===== config.mk =====
export PLATFORM = sky130hd
export DESIGN_NAME = ship_input_conditioner
export DESIGN_NICKNAME = d
export VERILOG_FILES = /design/src/rtl/ship_input_pkg.sv /design/src/rtl/key_debouncer.sv /design/src/rtl/ship_input_conditioner.sv
export SDC_FILE = /design/constraint.sdc
export NUM_CORES = 1
export LEC_CHECK = 0
export ABC_AREA = 1
export CAP_MARGIN = 20
export CELL_PAD_IN_SITES_DETAIL_PLACEMENT = 1
export CELL_PAD_IN_SITES_GLOBAL_PLACEMENT = 1
export CORE_ASPECT_RATIO = 1.25
export CORE_MARGIN = 3
export CORE_UTILIZATION = 40
export DETAILED_ROUTE_END_ITERATION = 7
export HOLD_SLACK_MARGIN = 0.05
export PLACE_DENSITY_LB_ADDON = 0.12
export SYNTH_ARGS = -nofsm -noshare
export SYNTH_HDL_FRONTEND = slang
export SYNTH_SLANG_ARGS = --single-unit

===== constraint.sdc =====
create_clock -name CLK -period 2 [get_ports CLK]
set_input_delay 0.3 -clock CLK [delete_from_list [all_inputs] [get_ports CLK]]
set_output_delay 0.3 -clock CLK [all_outputs]
set_load 0.02 [all_outputs]

===== src/rtl/ship_input_pkg.sv =====
// Shared types and defaults for the ship input conditioner.
// Optional auto-repeat is enabled by defining SHIP_AUTO_REPEAT_EN.
package ship_input_pkg;

    localparam int CNT_W               = 16;
    localparam int DEF_DEBOUNCE_CYCLES = 4;
    localparam int DEF_REPEAT_DELAY    = 8;
    localparam int DEF_REPEAT_PERIOD   = 4;

    typedef enum logic [1:0] {
        RELEASED  = 2'd0,
        ARMING    = 2'd1,
        PRESSED   = 2'd2,
        DISARMING = 2'd3
    } key_state_t;

    // Saturating increment so a key held for a very long time never wraps the count
    function automatic logic [CNT_W-1:0] sat_inc(input logic [CNT_W-1:0] v);
        logic [CNT_W-1:0] r;
        if (v == {CNT_W{1'b1}}) begin
            r = v;
        end else begin
            r = v + CNT_W'(1);
        end
        return r;
    endfunction

endpackage


===== src/rtl/key_debouncer.sv =====
// One pushbutton: 2-flop synchronizer, debounce FSM and (with SHIP_AUTO_REPEAT_EN) repeat counter.
// Produces a single-cycle strobe per accepted press (plus repeat strobes when enabled).
module key_debouncer
    import ship_input_pkg::*;
#(
    parameter int DEBOUNCE_CYCLES = DEF_DEBOUNCE_CYCLES
`ifdef SHIP_AUTO_REPEAT_EN
    ,
    parameter int REPEAT_DELAY    = DEF_REPEAT_DELAY,
    parameter int REPEAT_PERIOD   = DEF_REPEAT_PERIOD
`endif
) (
    input  logic CLK,
    input  logic RST_N,
    input  logic key,
    output logic strobe
);

    localparam logic [CNT_W-1:0] DB_LIM = CNT_W'(DEBOUNCE_CYCLES);

    logic             meta_r;
    logic             sync_r;
    key_state_t       state_r;
    key_state_t       state_s;
    logic [CNT_W-1:0] cnt_r;
    logic [CNT_W-1:0] cnt_s;
    logic             press_s;

    // Two-stage synchronizer for the asynchronous button level
    always_ff @(posedge CLK or negedge RST_N) begin
        if (!RST_N) begin
            meta_r <= 1'b0;
            sync_r <= 1'b0;
        end else begin
            meta_r <= key;
            sync_r <= meta_r;
        end
    end

    // Debounce state and stable-sample counter
    always_ff @(posedge CLK or negedge RST_N) begin
        if (!RST_N) begin
            state_r <= RELEASED;
            cnt_r   <= {CNT_W{1'b0}};
        end else begin
            state_r <= state_s;
            cnt_r   <= cnt_s;
        end
    end

    // Next state; the press strobe depends only on registered state so it is glitch-free
    always_comb begin
        state_s = state_r;
        cnt_s   = cnt_r;
        press_s = 1'b0;
        case (state_r)
            RELEASED: begin
                if (sync_r) begin
                    state_s = ARMING;
                    cnt_s   = CNT_W'(1);
                end else begin
                    cnt_s   = {CNT_W{1'b0}};
                end
            end
            ARMING: begin
                if (cnt_r >= DB_LIM) begin
                    state_s = PRESSED;
                    cnt_s   = {CNT_W{1'b0}};
                    press_s = 1'b1;
                end else if (!sync_r) begin
                    state_s = RELEASED;
                    cnt_s   = {CNT_W{1'b0}};
                end else begin
                    cnt_s   = sat_inc(cnt_r);
                end
            end
            PRESSED: begin
                if (!sync_r) begin
                    state_s = DISARMING;
                    cnt_s   = CNT_W'(1);
                end else begin
                    cnt_s   = {CNT_W{1'b0}};
                end
            end
            DISARMING: begin
                if (cnt_r >= DB_LIM) begin
                    state_s = RELEASED;
                    cnt_s   = {CNT_W{1'b0}};
                end else if (sync_r) begin
                    state_s = PRESSED;
                    cnt_s   = {CNT_W{1'b0}};
                end else begin
                    cnt_s   = sat_inc(cnt_r);
                end
            end
            default: begin
                state_s = RELEASED;
                cnt_s   = {CNT_W{1'b0}};
            end
        endcase
    end

`ifdef SHIP_AUTO_REPEAT_EN
    localparam logic [CNT_W-1:0] RD_LIM = CNT_W'(REPEAT_DELAY);
    localparam logic [CNT_W-1:0] RP_LIM = CNT_W'(REPEAT_PERIOD);

    logic [CNT_W-1:0] rcnt_r;
    logic [CNT_W-1:0] rcnt_s;
    logic             rep_s;

    // Repeat down-counter: loaded at the press, fires on reaching 1, frozen outside PRESSED
    always_ff @(posedge CLK or negedge RST_N) begin
        if (!RST_N) begin
            rcnt_r <= {CNT_W{1'b0}};
        end else begin
            rcnt_r <= rcnt_s;
        end
    end

    // Repeat strobe generation and reload
    always_comb begin
        rcnt_s = rcnt_r;
        rep_s  = 1'b0;
        if (press_s) begin
            rcnt_s = RD_LIM;
        end else if (state_r == PRESSED) begin
            if (rcnt_r <= CNT_W'(1)) begin
                rep_s  = 1'b1;
                rcnt_s = RP_LIM;
            end else begin
                rcnt_s = rcnt_r - CNT_W'(1);
            end
        end else if (state_r == RELEASED) begin
            rcnt_s = {CNT_W{1'b0}};
        end else begin
            rcnt_s = rcnt_r;
        end
    end

    assign strobe = press_s | rep_s;
`else
    assign strobe = press_s;
`endif

endmodule


===== src/rtl/ship_input_conditioner.sv =====
// Debounces the left/right buttons, arbitrates simultaneous moves and gates on ENABLE.
// Define SHIP_AUTO_REPEAT_EN to add auto-repeat while a key is held.
module ship_input_conditioner
    import ship_input_pkg::*;
#(
    parameter int DEBOUNCE_CYCLES = DEF_DEBOUNCE_CYCLES
`ifdef SHIP_AUTO_REPEAT_EN
    ,
    parameter int REPEAT_DELAY    = DEF_REPEAT_DELAY,
    parameter int REPEAT_PERIOD   = DEF_REPEAT_PERIOD
`endif
) (
    input  logic CLK,
    input  logic RST_N,
    input  logic KEY_L,
    input  logic KEY_R,
    input  logic ENABLE,
    output logic L,
    output logic R
);

    logic l_stb_s;
    logic r_stb_s;
    logic l_next_s;
    logic r_next_s;

`ifdef SHIP_AUTO_REPEAT_EN
    key_debouncer #(
        .DEBOUNCE_CYCLES (DEBOUNCE_CYCLES),
        .REPEAT_DELAY    (REPEAT_DELAY),
        .REPEAT_PERIOD   (REPEAT_PERIOD)
    ) u_key_l (
        .CLK    (CLK),
        .RST_N  (RST_N),
        .key    (KEY_L),
        .strobe (l_stb_s)
    );

    key_debouncer #(
        .DEBOUNCE_CYCLES (DEBOUNCE_CYCLES),
        .REPEAT_DELAY    (REPEAT_DELAY),
        .REPEAT_PERIOD   (REPEAT_PERIOD)
    ) u_key_r (
        .CLK    (CLK),
        .RST_N  (RST_N),
        .key    (KEY_R),
        .strobe (r_stb_s)
    );
`else
    key_debouncer #(
        .DEBOUNCE_CYCLES (DEBOUNCE_CYCLES)
    ) u_key_l (
        .CLK    (CLK),
        .RST_N  (RST_N),
        .key    (KEY_L),
        .strobe (l_stb_s)
    );

    key_debouncer #(
        .DEBOUNCE_CYCLES (DEBOUNCE_CYCLES)
    ) u_key_r (
        .CLK    (CLK),
        .RST_N  (RST_N),
        .key    (KEY_R),
        .strobe (r_stb_s)
    );
`endif

    // Opposing strobes cancel; a strobe arriving while disabled is dropped, not queued
    always_comb begin
        l_next_s = ENABLE & l_stb_s & ~r_stb_s;
        r_next_s = ENABLE & r_stb_s & ~l_stb_s;
    end

    // Registered move pulses
    always_ff @(posedge CLK or negedge RST_N) begin
        if (!RST_N) begin
            L <= 1'b0;
            R <= 1'b0;
        end else begin
            L <= l_next_s;
            R <= r_next_s;
        end
    end

endmodule


* Yosys cells after proc, flatten, opt, wreduce, memory -nomap -nowiden *
Cells that the tools add are included.

storage, ports and cells
  word-level logic and storage cells = 74
  output and inout bits = 2
  register bits after elaboration = 42
  input bits = 5

operators by class
  reduce and logical (&&, ||, !) cells = 4
  order comparisons = 2
  bitwise operators = 6
  add/subtract/negate cells = 2
  muxes and demuxes = 34
  eq/ne operators = 16

operators with widths
  cell                     number
  $mux W16                 10
  $pmux W16 S4             2
  $add A16 B1 Y16 const B  2
  $eq A16 B16 Y1 const B   2
  $ge A16 B3 Y1 const B    2
  $mux W2                  12
  $pmux W2 S4              2
  $eq A2 B2 Y1 const B     4
  $mux W1                  8
  $reduce_and A4 Y1        2
  $ne A3 B1 Y1 const B     2
  $ne A3 B3 Y1 const B     2
  $and A1 B1 Y1            4
  $eq A2 B1 Y1 const B     2
  $logic_not A2 Y1         2
  $ne A2 B1 Y1 const B     2
  $ne A2 B2 Y1 const B     2
  $not A1 Y1               2

* Longest topological paths before layout *
Gate-level depths: netlist of the first run.

  depth in word-level cells = 5
  gate-level depth with buffers = 8
  gate-level depth less buffers = 8

* Hierarchy *
Synthesis of the first run repeated with hierarchy kept, for this count alone.

unflattened totals
  cells, all modules = 156
  area total of the unflattened synthesis = 1584.0 um^2

modules (own cells, without submodules)
  module                  cells each  times used  seq. area each (um^2)  area each (um^2)
  key_debouncer           75          2           500.5                  759.5
  ship_input_conditioner  6           1           50.0                   65.1

* Worst setup path after synthesis of the first run *
Ideal clock, no wire load.

  path type = register to register
  start = register u_key_l.cnt_r[0]
  end = register u_key_l.cnt_r[1]
  clock period less this slack = 1074 ps
  path slack = 926 ps
  setup time = 120 ps
  arrival time = 955 ps
  path buffers = 0
  data required time = 1880 ps
  cell stages (with the launch flop) = 8
  cells stage by stage = dfrtp_1 ha_1 inv_1 nor2_1 nand2_1 nor2_1 o21ai_0 nor2_1

between the ends
  cells in the longest elaborated chain, start to end = 5
  elaborated cells on any way between the ends = 9
  classes of those cells = 1 x add/sub; 1 x order compare; 1 x eq/ne; 6 x mux

ends and longest elaborated chain
  element                                            RTL line                                    RTL
  from (decl)                                        key_debouncer.sv:25                         logic [CNT_W-1:0] cnt_r;
  from (signal assigned)                             key_debouncer.sv:44                         cnt_r <= {CNT_W{1'b0}};
  from (signal assigned)                             key_debouncer.sv:47                         cnt_r <= cnt_s;
  $add A16 B1 Y16 or $eq A16 B16 Y1 (tied branches)  ship_input_pkg.sv:23, ship_input_pkg.sv:20
  $mux W16                                           ship_input_pkg.sv:20                        if (v == {CNT_W{1'b1}}) begin
  $mux W16 (on tied branches)                        key_debouncer.sv:89, key_debouncer.sv:70
  $mux W16 (on tied branches)                        key_debouncer.sv:86, key_debouncer.sv:66
  $pmux W16 S4 (*)                                   key_debouncer.sv:56                         case (state_r)
  net u_key_l.cnt_s[1]                               key_debouncer.sv:26                         logic [CNT_W-1:0] cnt_s;

Mark *: on every way through the listed nets, which the timed path passes. The rest lies on a longest branch.
A chain may end at the register's enable or synchronous reset.

* Worst setup path in the final report of the first run *
  start = register R
  end = output port R

RTL lines
  element                 RTL line                      RTL
  from (decl)             ship_input_conditioner.sv:19  output logic R
  from (signal assigned)  ship_input_conditioner.sv:82  R <= r_next_s;

No word-level cell between the ends.

==> results of run 1 <==
[through the flow]
| stage | instance area (sq um) | std cells | total power, uW | hold WS (ns) |
|---|---|---|---|---|
| after floorplan | 1640 | 169 | 1200 | 0.00441 |
| after global placement | 1750 | 216 | 1280 | 0.334 |
| after detailed placement | 1750 | 216 | 1300 | 0.344 |
| after CTS | 1860 | 225 | 1850 | 0.361 |
| after global routing | 1860 | 225 | 1950 | 0.366 |
| final | 1860 | 225 | 1810 | 0.358 |
[report_power, final]
group          total [uW]  leakage [uW]  internal [uW]  switching, uW
clock                 534     0.0000482            278            256
combinational         258      0.000315            101            156
sequential           1020      0.000507            949           71.9
[cells in the final DEF (no fill, tap or decap), drive strengths merged, types with 2 or more instances in the layout]
master / instances
conb: 26
nand2: 31
clkbuf: 7
nand3: 7
inv: 12
ha: 4
buf: 3
nand4: 3
clkdlybuf4s50: 5
dfrtp: 42
nor2: 30
xor2: 2
a21oi: 5
and2: 2
o21ai: 3
[synthesized netlist by cell type (all sizes together)]
cell type	count	area, sq um
a21boi	1	7.51
a21oi	5	32.5
and2	2	12.5
conb	1	3.75
dfrtp	42	1050
ha	4	50.1
inv	12	45.0
nand2	31	119
nand3	7	40.0
nand4	3	18.8
nor2	30	123
o21ai	3	15.0
or2	1	6.26
xor2	2	17.5
[area by class of cell]
| type | instances | area, sq um |
|---|---|---|
| Fill cell | 423 | 1750 |
| Sequential cell | 42 | 1050 |
| Multi-Input combinational cell | 115 | 539 |
| Clock buffer | 7 | 86.3 |
| Timing Repair Buffer | 9 | 80.1 |
| Tap cell | 39 | 48.8 |
| Inverter | 12 | 45.0 |
| Clock inverter | 1 | 5.00 |
[metal layers]
layer | vias to the layer above | track usage [%] | routed length, um
met4 | 0 | 7.78 | 56
met3 | 6 | 4.58 | 99
met2 | 16 | 22.7 | 1280
met5 | - | 0 | 0
li1 | 500 | - | -
met1 | 488 | 12.8 | 894
[timing repair]
item,in CTS,in global routing
endpoints found under the setup margin,0,0
hold buffers,1,0
hold endpoints to repair,26,0
buffers inserted,0,0
[worst min-delay path by stage]
| stage | from | end | slack (ns) | depth (start not counted) |
|---|---|---|---|---|
| global route | u_key_r.meta_r | u_key_r.sync_r | 0.37 | 0 |
| CTS | u_key_r.meta_r | u_key_r.sync_r | 0.36 | 0 |
| global placement | u_key_r.meta_r | u_key_r.sync_r | 0.33 | 0 |
| detailed placement | u_key_r.meta_r | u_key_r.sync_r | 0.34 | 0 |
| finish | u_key_r.meta_r | u_key_r.sync_r | 0.36 | 0 |
| floorplan | RST_N | L | 0.004 | 0 |
[flip-flops by register name, indices dropped and copies added, names as in the netlist]
register	flops
L	1
u_key_r.sync_r	1
u_key_l.state_r	2
R	1
u_key_l.sync_r	1
u_key_l.meta_r	1
u_key_r.state_r	2
u_key_r.cnt_r	16
u_key_l.cnt_r	16
u_key_r.meta_r	1
[cells by family after synthesis]
group	count (synthesis)	synth area share [%]
and+or+nand+nor	74	20.7
DFF	42	68.2
buffers and inverters	12	2.92
AOI/OAI and AO/OA	9	3.57
adders and majority gates	4	3.25
xor gates and xnor gates	2	1.14
other	1	0.243
==> out/results.ini, run 1 <==
[sta]
worst_slew_pin_slew_ns = 0.603
totalNegativeSetupSlack_ns = 0
rsz0062_at_grt = no
relSlewSlack_pct = 59.8
min_period_ns = 1.50
final_hold_viol_count = 0
finalCritPeriodShare_pct = 75.1
layout_setup_ws_ns = 0.498
fmax_mhz = 666
finClkSkew_ns = 0.00508
maxSlewViolCount = 0
setup_viol = 0

[setup_path]
worst_ep_arrival_time_ns = 1.20
worstPathMaxFanout = 1
reg2reg_slack_ns = 0.77
ff2ff_path_depth = 7
crit_start = R
cpLargestDelayFamily = buffers and inverters
cpPeakStageDelay_ns = 0.59
rr_startpoint = u_key_l.cnt_r[0]
path_class = reg -> out
cp-end-kind = output pin
endpoint = R
cp_slowest_cell = clkdlybuf4s50_1
crit_required_ns = 1.70
worstSetupPathDepth = 1
crit_buf_inv = 1
reg2reg_to = u_key_l.cnt_r[0]
crit_chain = clkdlybuf4s50_1
cp-start-kind = flop

[synth]
yosys_warnings = 0
synth-seq-area-share_pct = 68.2
syn_area_sq_um = 1540
synth.distinct_cells = 20
avgSynthCellArea_sq_um = 10.7
synth_cells = 144
synth_seq_cells = 42

[cts]
cts_tree = yes
clkLatencyLatePin_ns = 0.29
cts_resized = 0
clkSlewWorstSetupHoldPaths_ns = 0.07
clkSinkCount = 42
clk_path_buf_depth = 2
cts_buffers = 5
root_buffer = clkbuf_8
h-tree-depth = 2

[route]
drt_wl_total_um = 2330
wl_per_cell_um = 10.4
antenna_left = 0
drt-initial-drc-count = 26
vias = 1010
drcViolationCount = 0
via_per_inst = 4.49
firstDrtPassIters = 4

[finish]
post-route-util_pct = 51.5
drive_above_1_share_pct = 9.14
finalNetCount = 194
antenna_cells = 0
area_growth_pct = 20.4

[pwr]
vdd_drop_max_v = 0.000431
pwr_density_cell_nw_per_um2 = 977
p_leak_uw = 0.000870

[placement]
place.gp.congestion = 0.687
io_buffers = 6
pre_cts_slack_ns = 0.752
dp_hpwl_um = 1860

[job]
cap_viol_max_count = 0

[grt]
first_global_vias = 1087
antenna_found_initial = 0
grt_util_all_layers_pct = 13.0
grt_pass1_wl_um = 4280
grt-ovfl-total = 0
grt_max_degree = 29

[outcome]
status = complete, no violations

[die]
die_area_sq_um = 4640
die_w_um = 61.5
rows = 24
die_h_um = 75.4
io_pins = 7
coreArea_sq_um = 3600
start_util_pct = 42.8

[worst_hold_path]
hold_path.class = reg -> reg

No activity file was read; power rests on OpenSTA's default activity.
==> run 2, diff against run 1 <==
==> constraint.sdc (replaced) <==
create_clock -name CLK -period 1.2 [get_ports CLK]
set_input_delay 0.18 -clock CLK [delete_from_list [all_inputs] [get_ports CLK]]
set_output_delay 0.18 -clock CLK [all_outputs]
set_load 0.02 [all_outputs]
==> out/results.ini, run 2 (same netlist as run 1, synthesis figures left out) <==
[outcome]
status = complete, no violations

[finish]
antenna_cells = 0  ; unchanged
finalNetCount = 199  ; +2.6%
final_common_cell = dfrtp_1
fillCellCount = 420  ; -0.71%
top_regs = u_key_l.cnt_r: 16 flops, u_key_r.cnt_r: 16 flops
finalInstanceArea_sq_um = 1950  ; +5.0%
drive_above_1_share_pct = 20.0  ; +11 points
final_cell_mix = dfrtp_1 (42), nand2_1 (28), conb_1 (26)
area_growth_pct = 26.4

[route]
drcViolationCount = 0  ; unchanged
drt-initial-drc-count = 37  ; +42%
via_per_inst = 4.55  ; +1.3%
vias = 1041  ; +3.1%
firstDrtPassIters = 4  ; unchanged
antenna_left = 0  ; unchanged
wl_per_cell_um = 11.2  ; +8.0%
drt_wl_total_um = 2570  ; +9.9%

[pwr]
vdd_drop_max_v = 0.000851  ; +97%
pwr_density_cell_nw_per_um2 = 1560  ; +60%
power_frac_clock_pct = 26.9  ; -2.6 points
p_sw_uw = 859  ; +77%
intPower_uw = 2180  ; +64%
power_frac_comb_pct = 17.0  ; +2.8 points
p_sw_share_pct = 28.2  ; +1.5 points
seqPwrFrac_pct = 56.1  ; -0.2 points
p_leak_uw = 0.000903  ; +3.8%

[grt]
antenna_found_initial = 0  ; unchanged
grt_pass1_wl_um = 4440  ; +3.7%
grt_util_all_layers_pct = 13.2  ; +0.23 points
first_global_vias = 1145  ; +5.3%
grt_max_degree = 43  ; +48%
grt-ovfl-total = 0  ; unchanged

[worst_hold_path]
min_to = u_key_r.meta_r
min_delay_path_depth = 1  ; +1
hold_path.class = in -> reg
min-delay-start = KEY_R

[setup_path]
worstPathMaxFanout = 5  ; +4
worst_ep_arrival_time_ns = 1.41  ; +0.21 ns
cp-start-kind = flop
crit_required_ns = 1.41  ; -0.29 ns
reg2reg_to = u_key_r.cnt_r[1]
ff2ff_path_depth = 6  ; -1
reg2reg_slack_ns = 0.006  ; -0.76 ns
path_class = reg -> reg
rr_startpoint = u_key_r.cnt_r[2]
cp-end-kind = flop

[cts]
clkLatencyLatePin_ns = 0.29  ; about the same
clk_path_buf_depth = 2  ; unchanged
cts_buffers = 5  ; unchanged
cts_tree = yes
h-tree-depth = 2  ; unchanged
clkSlewWorstSetupHoldPaths_ns = 0.08  ; about the same
root_buffer = clkbuf_8
clkSinkCount = 42  ; unchanged

[sta]
fmax_mhz = 837
hold_slack_ns = 0.327  ; -0.0309 ns
setup_viol = 0  ; unchanged
totalNegativeSetupSlack_ns = 0  ; unchanged
min_period_ns = 1.19
finClkSkew_ns = 0.00912  ; +0.00404 ns
final_hold_viol_count = 0  ; unchanged
rsz0062_at_grt = yes
finalCritPeriodShare_pct = 99.5
maxSlewViolCount = 0  ; unchanged

[die]
die_area_sq_um = 4640  ; unchanged
rows = 24  ; unchanged
io_pins = 7  ; unchanged
die_h_um = 75.4  ; unchanged
coreArea_sq_um = 3600  ; unchanged
start_util_pct = 42.8  ; unchanged
die_w_um = 61.5  ; unchanged

[job]
cap_viol_max_count = 0  ; unchanged

[placement]
io_buffers = 6  ; unchanged
placed_area_sq_um = 1770  ; +0.71%
dp_hpwl_um = 1890  ; +1.4%
place.gp.congestion = 0.783  ; +14%

run 2: worst max-delay path by stage:
stage                     slack [ns]         startpoint               end
after floorplan                 0.13   u_key_l.cnt_r[0]  u_key_l.cnt_r[1]
after global placement          0.01   u_key_l.cnt_r[0]  u_key_l.cnt_r[1]
after detailed placement       0.006  u_key_r.cnt_r[13]  u_key_r.cnt_r[1]
after CTS                       0.01   u_key_r.cnt_r[0]  u_key_r.cnt_r[1]
after global routing           -0.08   u_key_l.cnt_r[1]  u_key_l.cnt_r[0]
final                          0.006   u_key_r.cnt_r[2]  u_key_r.cnt_r[1]
run 2: worst max-delay path, cell delays in order, from the launching register on:
cell     delay (ns)
dfrtp_1        0.39
or2_1          0.22
nor2_2         0.11
nand2_2        0.10
nor2_4         0.14
inv_2          0.05
a21oi_2        0.10
run 2: final cells by class:
cell class	count	area, sq um	area share (%)
multi-input combinational	115	597	30.6
inverter	12	45.0	2.31
tap	39	48.8	2.50
clock buffer	5	68.8	3.53
timing repair buffer	14	128	6.55
clock inverter	2	10.0	0.514
sequential	42	1050	53.9
run 2: metrics by stage:
stage / cells / utilization, % / total power (uW) / setup slack [ns]
final: 229 / 54.1 / 3040 / 0.00584
after CTS: 227 / 52.2 / 3060 / 0.0140
after global routing: 229 / 54.1 / 3260 / -0.0795
after global placement: 216 / 49.0 / 2150 / 0.0136
after floorplan: 169 / - / 2000 / 0.126
after detailed placement: 216 / 49.0 / 2190 / 0.00580
run 2: timing repair:
item	4_1_cts	5_1_grt
setup buffers	3	2
endpoints found under the hold margin	42	0
resized for setup	4	18
endpoints found under the setup margin	6	10
hold buffers	1	0
pin swaps	0	15
run 2: routing by layer:
metal  wire (um)  global-route usage (%)  up-vias  part of all wire, %
met5           0                       0        -                    0
met4          29                    5.66        0                  1.1
met3          80                    4.58        4                  3.1
met2        1520                    25.3       10                   59
met1         931                    12.1      518                   36
li1            -                       -      509                    -
run 2: power by group through the flow:
stage / registers (uW) / clock network [uW] / logic [uW]
5_1_grt: 1730 / 927 / 605
2_1_floorplan: 1720 / 0 / 282
3_5_place_dp: 1740 / 0 / 452
4_1_cts: 1700 / 864 / 500
6_report: 1710 / 819 / 517
3_3_place_gp: 1720 / 0 / 425
==> run 3, diff against run 2 <==
--- a/config.mk
+++ b/config.mk
@@ -14,7 +14,7 @@
 export CORE_UTILIZATION = 40
 export DETAILED_ROUTE_END_ITERATION = 7
 export HOLD_SLACK_MARGIN = 0.05
-export PLACE_DENSITY_LB_ADDON = 0.12
+export PLACE_DENSITY_LB_ADDON = 0.1
 export SYNTH_ARGS = -nofsm -noshare
 export SYNTH_HDL_FRONTEND = slang
 export SYNTH_SLANG_ARGS = --single-unit
==> out/results.ini, run 3 (same netlist as run 1, synthesis figures left out) <==
[outcome]
status = complete, no violations

[sta]
totalNegativeSetupSlack_ns = 0  ; unchanged
fmax_mhz = 854  ; +1.9%
layout_setup_ws_ns = 0.0284  ; +0.0226 ns
min_period_ns = 1.17  ; -0.0226 ns
rsz0062_at_grt = yes
finalCritPeriodShare_pct = 97.6  ; -1.9 points
setup_viol = 0  ; unchanged
final_hold_viol_count = 0  ; unchanged
finClkSkew_ns = 0.00698  ; -0.00215 ns
maxSlewViolCount = 0  ; unchanged

[route]
wl_met3_um = 106  ; +33%
wl_met1_um = 1030  ; +11%
drt-initial-drc-count = 22  ; -41%
antenna_left = 0  ; unchanged
drcViolationCount = 0  ; unchanged
vias = 1034  ; -0.67%
top_layer = met4
wl_per_cell_um = 11.1  ; -1.2%
drt_wl_total_um = 2530  ; -1.2%
dr_wl_met2_um = 1330  ; -13%
via_per_inst = 4.52  ; -0.67%
firstDrtPassIters = 2  ; -2

[placement]
place.gp.congestion = 0.699  ; -11%
placed_area_sq_um = 1770  ; unchanged
io_buffers = 6  ; unchanged
dp_hpwl_um = 1850  ; -1.8%
pre_cts_slack_ns = -0.00805  ; -0.0138 ns

[die]
die_w_um = 61.5  ; unchanged
start_util_pct = 42.8  ; unchanged
die_area_sq_um = 4640  ; unchanged
die_h_um = 75.4  ; unchanged
coreArea_sq_um = 3600  ; unchanged
rows = 24  ; unchanged
io_pins = 7  ; unchanged

[worst_hold_path]
min_to = u_key_l.meta_r
hold_path.class = in -> reg
min-delay-start = KEY_L
min_delay_path_depth = 1  ; unchanged

[setup_path]
reg2reg_slack_ns = 0.03  ; +0.02 ns
cp-end-kind = flop
crit_buf_inv = 0  ; -1
worst_ep_arrival_time_ns = 1.40  ; about the same
crit_chain = or2_1 -> nor2_2 -> nand2_2 -> nor2_4 -> nand3_1 -> nand2_1
cpPeakStageDelay_ns = 0.39  ; about the same
cp-start-kind = flop
reg2reg_to = u_key_r.cnt_r[0]
path_class = reg -> reg
crit_required_ns = 1.43  ; +0.02 ns
rr_startpoint = u_key_r.cnt_r[2]
worstPathMaxFanout = 5  ; unchanged
ff2ff_path_depth = 6  ; unchanged
cpLargestDelayFamily = simple AND/OR/NAND/NOR gates
cp_slowest_cell = dfrtp_1

[finish]
top_regs = u_key_l.cnt_r: 16 flops, u_key_r.cnt_r: 16 flops
area_growth_pct = 26.0
finalInstanceArea_sq_um = 1940  ; -0.32%
final_common_cell = dfrtp_1
drive_above_1_share_pct = 18.4  ; -1.6 points
final_cell_mix = dfrtp_1 (42), nand2_1 (30), conb_1 (26)
finalNetCount = 200  ; +0.50%
antenna_cells = 0  ; unchanged

[pwr]
p_leak_uw = 0.000905  ; +0.25%
vdd_drop_max_v = 0.000892  ; +4.8%
pwr_density_cell_nw_per_um2 = 1560  ; +0.16%

[grt]
antenna_found_initial = 0  ; unchanged
grt_pass1_wl_um = 4360  ; -1.7%
first_global_vias = 1065  ; -7.0%
grt-ovfl-total = 0  ; unchanged
grt_max_degree = 43  ; unchanged
grt_util_all_layers_pct = 13.4  ; +0.21 points

[cts]
h-tree-depth = 2  ; unchanged
root_buffer = clkbuf_8
clkLatencyLatePin_ns = 0.29  ; about the same
clk_path_buf_depth = 2  ; unchanged
clkSlewWorstSetupHoldPaths_ns = 0.07  ; about the same
cts_tree = yes
cts_buffers = 5  ; unchanged
clkSinkCount = 42  ; unchanged

[job]
cap_viol_max_count = 0  ; unchanged

## run 3: cell count changes in the layout (fill, tap and decap cells not counted), moves of 2 or more
cell and change:
clkinv_2 -2, and2_1 -2, and2_4 +2, nand2_2 -2, nand2_1 +2
## run 3: worst max path at each step
stage                          start                to  slack (ns)  depth (start not counted)
global route        u_key_r.cnt_r[5]  u_key_r.cnt_r[0]       -0.07                          7
CTS                 u_key_r.cnt_r[0]  u_key_r.cnt_r[0]       0.004                          6
detailed placement  u_key_l.cnt_r[0]  u_key_l.cnt_r[0]      -0.008                          7
global placement    u_key_l.cnt_r[0]  u_key_l.cnt_r[1]        0.01                          7
finish              u_key_r.cnt_r[2]  u_key_r.cnt_r[0]        0.03                          6
floorplan           u_key_l.cnt_r[0]  u_key_l.cnt_r[1]        0.13                          7
## run 3: cell type report
cell class                 count  area [sq um]
fill                         407          1660
timing repair buffer          15           135
inverter                      12          45.0
multi-input combinational    115           579
tap                           39          48.8
sequential                    42          1050
clock buffer                   6          82.6
## run 3: worst reg2reg max path, cell delays in order, from the launching register on
cell	delay, ns
dfrtp_1	0.39
or2_1	0.22
nor2_2	0.10
nand2_2	0.11
nor2_4	0.14
nand3_1	0.10
nand2_1	0.06
## run 3: stage by stage
step / hold WS [ns] / utilization (%) / cells / total power, uW
floorplan: -0.116 / - / 169 / 2000
global placement: 0.163 / 49.0 / 216 / 2140
detailed placement: 0.171 / 49.0 / 216 / 2180
CTS: 0.318 / 51.9 / 224 / 3070
global route: 0.315 / 53.9 / 229 / 3250
finish: 0.331 / 53.9 / 229 / 3040
## run 3: power breakdown
| part | leakage [uW] | total, uW | switching, uW | internal, uW |
|---|---|---|---|---|
| clock | 0.0000431 | 853 | 411 | 443 |
| sequential | 0.000507 | 1700 | 117 | 1580 |
| combinational | 0.000355 | 486 | 283 | 203 |
| total | 0.000905 | 3040 | 811 | 2230 |
## run 3: what timing repair did
action                                 CTS  global route
endpoints found under the hold margin   42             0
hold buffers                             1             0
gates resized for setup                  6            12
cloned                                   0             0
setup endpoints to repair                7            10
setup buffers                            1             5
pin swaps                                1            18
## run 3: layer usage
layer	vias to the layer above	GRT usage [%]
met5	-	0
met1	507	14.4
met2	11	22.0
met4	0	7.78
met3	6	5.25
li1	510	-
